**src/rtl/alu_issue.sv**
```systemverilog
// Command sequencer driving a combinational ALU; owns an 8 x 16-bit register file.
// Optional macro ALU_ISSUE_FWD_EN: accept in WB with write-back forwarding (2-cycle throughput).
module alu_issue #(
    parameter int unsigned DATA_W = 16,
    parameter int unsigned REG_N  = 8,
    parameter int unsigned OP_W   = 6
) (
    input  logic                      clk,
    input  logic                      rst,
    input  logic                      cmd_valid,
    output logic                      cmd_ready,
    input  logic [OP_W-1:0]           cmd_op,
    input  logic [$clog2(REG_N)-1:0]  cmd_dst,
    input  logic [$clog2(REG_N)-1:0]  cmd_srca,
    input  logic [$clog2(REG_N)-1:0]  cmd_srcb,
    input  logic [4:0]                cmd_shift,
    input  logic [DATA_W-1:0]         cmd_imm,
    output logic [OP_W-1:0]           alu_opcode,
    output logic [DATA_W-1:0]         alu_a,
    output logic [DATA_W-1:0]         alu_b,
    output logic [4:0]                alu_shift,
    input  logic [DATA_W-1:0]         alu_y,
    output logic                      wb_valid,
    output logic [$clog2(REG_N)-1:0]  wb_dst,
    output logic [DATA_W-1:0]         wb_data,
    input  logic [$clog2(REG_N)-1:0]  rd_addr,
    output logic [DATA_W-1:0]         rd_data
);
    localparam int unsigned ADDR_W = $clog2(REG_N);

    typedef enum logic [1:0] {IDLE, EXEC, WB} state_t;

    state_t              state;
    logic [DATA_W-1:0]   rf [REG_N];
    logic [ADDR_W-1:0]   dst_q;
    logic [DATA_W-1:0]   imm_q;
    logic                ldi_q;
    logic                hs;
    logic [DATA_W-1:0]   op_a;
    logic [DATA_W-1:0]   op_b;

    assign hs      = cmd_valid && cmd_ready;
    assign rd_data = rf[rd_addr];

    // Source operand select; forwarding only matters for an acceptance during WB.
    always_comb begin
        op_a = rf[cmd_srca];
        op_b = rf[cmd_srcb];
`ifdef ALU_ISSUE_FWD_EN
        if (state == WB && cmd_srca == wb_dst) op_a = wb_data;
        if (state == WB && cmd_srcb == wb_dst) op_b = wb_data;
`endif
    end

    always_ff @(posedge clk or posedge rst) begin
        if (rst) begin
            state      <= IDLE;
            cmd_ready  <= 1'b1;
            alu_opcode <= '0;
            alu_a      <= '0;
            alu_b      <= '0;
            alu_shift  <= '0;
            wb_valid   <= 1'b0;
            wb_dst     <= '0;
            wb_data    <= '0;
            dst_q      <= '0;
            imm_q      <= '0;
            ldi_q      <= 1'b0;
            for (int unsigned i = 0; i < REG_N; i++) rf[i] <= '0;
        end else begin
            // ALU operands change only on acceptance and hold otherwise.
            if (hs) begin
                alu_opcode <= cmd_op;
                alu_a      <= op_a;
                alu_b      <= op_b;
                alu_shift  <= cmd_shift;
                dst_q      <= cmd_dst;
                imm_q      <= cmd_imm;
                ldi_q      <= (cmd_op == OP_W'(0));
            end
            case (state)
                IDLE: begin
                    if (hs) begin
                        state     <= EXEC;
                        cmd_ready <= 1'b0;
                    end
                end
                EXEC: begin
                    state    <= WB;
                    wb_valid <= 1'b1;
                    wb_dst   <= dst_q;
                    wb_data  <= ldi_q ? imm_q : alu_y;
`ifdef ALU_ISSUE_FWD_EN
                    cmd_ready <= 1'b1;
`else
                    cmd_ready <= 1'b0;
`endif
                end
                WB: begin
                    wb_valid    <= 1'b0;
                    rf[wb_dst]  <= wb_data;
                    if (hs) begin
                        state     <= EXEC;
                        cmd_ready <= 1'b0;
                    end else begin
                        state     <= IDLE;
                        cmd_ready <= 1'b1;
                    end
                end
                default: begin
                    state     <= IDLE;
                    cmd_ready <= 1'b1;
                end
            endcase
        end
    end
endmodule

```
**config.mk**
```make
export PLATFORM = sky130hd
export DESIGN_NAME = alu_issue
export DESIGN_NICKNAME = d
export VERILOG_FILES = /design/src/rtl/alu_issue.sv
export SDC_FILE = /design/constraint.sdc
export NUM_CORES = 1
export LEC_CHECK = 0
export BUFFER_PORTS_ARGS = -buffer_cell sky130_fd_sc_hd__clkbuf_2
export CAP_MARGIN = 20
export CELL_PAD_IN_SITES_DETAIL_PLACEMENT = 0
export CELL_PAD_IN_SITES_GLOBAL_PLACEMENT = 1
export CORE_UTILIZATION = 52
export CTS_CLUSTER_DIAMETER = 100
export CTS_CLUSTER_SIZE = 14
export DETAILED_ROUTE_END_ITERATION = 10
export PLACE_DENSITY = 0.91
export SLEW_MARGIN = 20
export SYNTH_ARGS = -nofsm -noshare
export SYNTH_HDL_FRONTEND = slang
export SYNTH_SLANG_ARGS = --single-unit
export TNS_END_PERCENT = 10
```
**constraint.sdc**
```tcl
create_clock -name clk -period 14.17 [get_ports clk]
set_clock_uncertainty 0.15 [all_clocks]
set_input_delay 2.834 -clock clk [delete_from_list [all_inputs] [get_ports clk]]
set_output_delay 2.834 -clock clk [all_outputs]
set_load 0.02 [all_outputs]
```
==> flow_summary.ini <==
[sta]
slew_headroom_pct = 23.8
fmax_mhz = 131
fin_crit_sh_pct = 54.0
fin_ws_ns = 6.52
hold_viol_final = 0
drv_slew = 0
period_minus_slack_ns = 7.65
rsz0062_at_grt = false
worstMarginPinSlew_ns = 1.14
tns_ns = 0
finalSetupViolCount = 0

[status]
outcome = finished clean

[power_and_ir_drop]
irDropWorstVdd_v = 0.000111
power_mw = 2.77
p_leak_nw = 5.73
p_per_area_nw_per_um2 = 219

[drt]
viasPerCell = 6.26
routed_wl_um = 28400
drc = 0
routedWlPerCell_um = 23.5
final_antenna_net_count = 0
drt_iter0_drc = 466
firstDrtPassIters = 5
vias = 7575

[worst_setup_path]
crit_family = buffers and inverters
crit_path_frequent_cell = clkbuf_2
crit_slowest_cell = clkbuf_2
start_kind = primary input
crit_path_cell_trace = clkbuf_2 > mux4_2 > mux2_2 > clkbuf_2
reg2reg_slack_ns = 11.52
r2r-start = state[0]$_DFFE_PP0P_
critPathBufInv = 2
path_class = primary input to output port
cp_max_fo = 32
reg2reg_depth = 4
r2r_end = rf[22]$_DFFE_PP0P_
cpPeakStageDelay_ns = 0.75
required_ns = 11.19
end_kind = output port
arrival_ns = 4.67

[clocking]
numCtsBuffers = 19
post_cts_resized = 0
postCtsSetupRepairBufs = 0
clk_latency_ns = 0.49
cts_tree = done
hold_buffers = 0
clockRootBuffer = clkbuf_16
clk_pin_slew_ns = 0.07
cts_max_level = 1
cts.sinks = 214
clockBufferDepth = 3

[global_routing]
gr-total-overflow = 0
grt_usage_pct = 26.3
grt_pass1_vias = 7686
antenna_found_initial = 0
grt_pass1_wl_um = 44800
grt_max_degree = 92

[placement]
dpl_worst_slack_ns = 6.54
hpwlAfterDp_um = 17500
gp_congestion = 0.788
port_buffers = 137
placed_area_um2 = 12100

[floorplan]
die_area_um2 = 22500
placement_rows = 53
start_util_pct = 53.7
die_h_um = 150
core_area_um2 = 21200
io_pins = 138
fp.dieW_um = 150

[final_layout]
final_cell_area_um2 = 12600
nFillCells = 1740
final_layout_size_suffix_gt1_share_pct = 47.8
n_antenna_cell = 0
final_cell_mix = 232 x mux2_2, 213 x dfrtp_1, 135 x clkbuf_2
layout_commonest_cell = mux2_2
finalNetCount = 999
synthToLayoutAreaGrowth_pct = 10.8

[synth]
ys.flop_type = dfrtp_1
synth.net_count = 895
syn_avg_cell_area_um2 = 13.7
synthCells = 832
async_flop_share_pct = 100
ys_types = 34
yosysWarnings = 0
syn_area_um2 = 11400
synth-seq-cells = 214
ys_seq_area_share_pct = 47.0
synth_edf_count = 0

[hold_path]
hold-path-endpoint = alu_a[8]$_DFFE_PP0N_
hold_class = register to register
hold_path_startpoint = alu_a[8]$_DFFE_PP0N_
whs_path_depth = 2

[run]
maxCapViolCount = 0
[power breakdown]
part	switching (mW)	internal, mW
combinational	0.490	0.570
sequential	0.339	0.908
clock	0.222	0.239
[cells in the mapped netlist, types with 5 or more instances]
| master | instances | area [um2] |
|---|---|---|
| a21oi_1 | 17 | 85.1 |
| a22o_1 | 33 | 289 |
| buf_2 | 16 | 80.1 |
| buf_4 | 14 | 105 |
| buf_6 | 8 | 90.1 |
| clkbuf_1 | 21 | 78.8 |
| dfrtp_1 | 213 | 5330 |
| ha_1 | 5 | 62.6 |
| mux2_2 | 232 | 2610 |
| mux2_4 | 10 | 150 |
| mux2i_1 | 81 | 811 |
| mux4_1 | 10 | 263 |
| mux4_2 | 22 | 495 |
| nand2_1 | 38 | 143 |
| nor2_1 | 19 | 71.3 |
| o22ai_1 | 32 | 200 |
| o31ai_1 | 32 | 240 |
[cell families after synthesis]
kind of cell               Yosys count  synth area share [%]
adders and majority gates            5                 0.549
and+or+nand+nor                     73                  3.48
DFF                                214                  47.0
AOI/OAI and AO/OA                  117                  7.38
buffers and inverters               68                  3.55
muxes                              355                  38.0
[layer usage]
| metal | share of wire [%] | up-vias | wire [um] | global-route usage (%) |
|---|---|---|---|---|
| li1 | - | 3344 | - | - |
| met1 | 46 | 3912 | 12900 | 38.1 |
| met2 | 47 | 277 | 13200 | 41.1 |
| met3 | 5.8 | 42 | 1660 | 3.60 |
| met4 | 2.0 | 0 | 564 | 7.63 |
| met5 | 0 | - | 0 | 0 |
[flip-flops by register name (all words and copies together), names as in the netlist]
| signal | flops |
|---|---|
| alu_a | 16 |
| alu_b | 16 |
| alu_opcode | 6 |
| alu_shift | 5 |
| cmd_ready | 1 |
| dst_q | 3 |
| imm_q | 16 |
| ldi_q | 1 |
| rf | 128 |
| state | 2 |
| wb_data | 16 |
| wb_dst | 3 |
| wb_valid | 1 |
[worst min-delay path, stage by stage, from the launching register on]
cell and delay [ns]:
dfrtp_1 0.34, nand2_1 0.05, o31ai_1 0.05
[worst max-delay path by stage]
stage / cells past startpoint / to / slack (ns) / start
2_1_floorplan: 1 / alu_a[0]$_DFFE_PP0N_ / 5.34 / rst
3_3_place_gp: 4 / rd_data[12] / 6.58 / rd_addr[1]
3_5_place_dp: 4 / rd_data[12] / 6.54 / rd_addr[1]
4_1_cts: 4 / rd_data[12] / 6.54 / rd_addr[1]
5_1_grt: 4 / rd_data[11] / 6.46 / rd_addr[1]
6_report: 4 / rd_data[12] / 6.52 / rd_addr[1]
[through the flow]
step,hold slack [ns],std cells,util [%]
after floorplan,0.324,832,-
after global placement,0.314,1189,57.1
after detailed placement,0.320,1189,57.1
after CTS,0.335,1209,59.4
after global routing,0.353,1210,59.5
final,0.329,1210,59.5
[cell type report]
class	instances	area, um2	area share [%]
repair buffers	147	764	6.06
well taps	275	344	2.73
clock inverters	1	11.3	0.0892
clock buffers	19	475	3.77
multi-input cells	550	5650	44.8
flip-flops and latches	214	5360	42.4
inverters	4	22.5	0.178
Power figures use the tool's default switching activity.
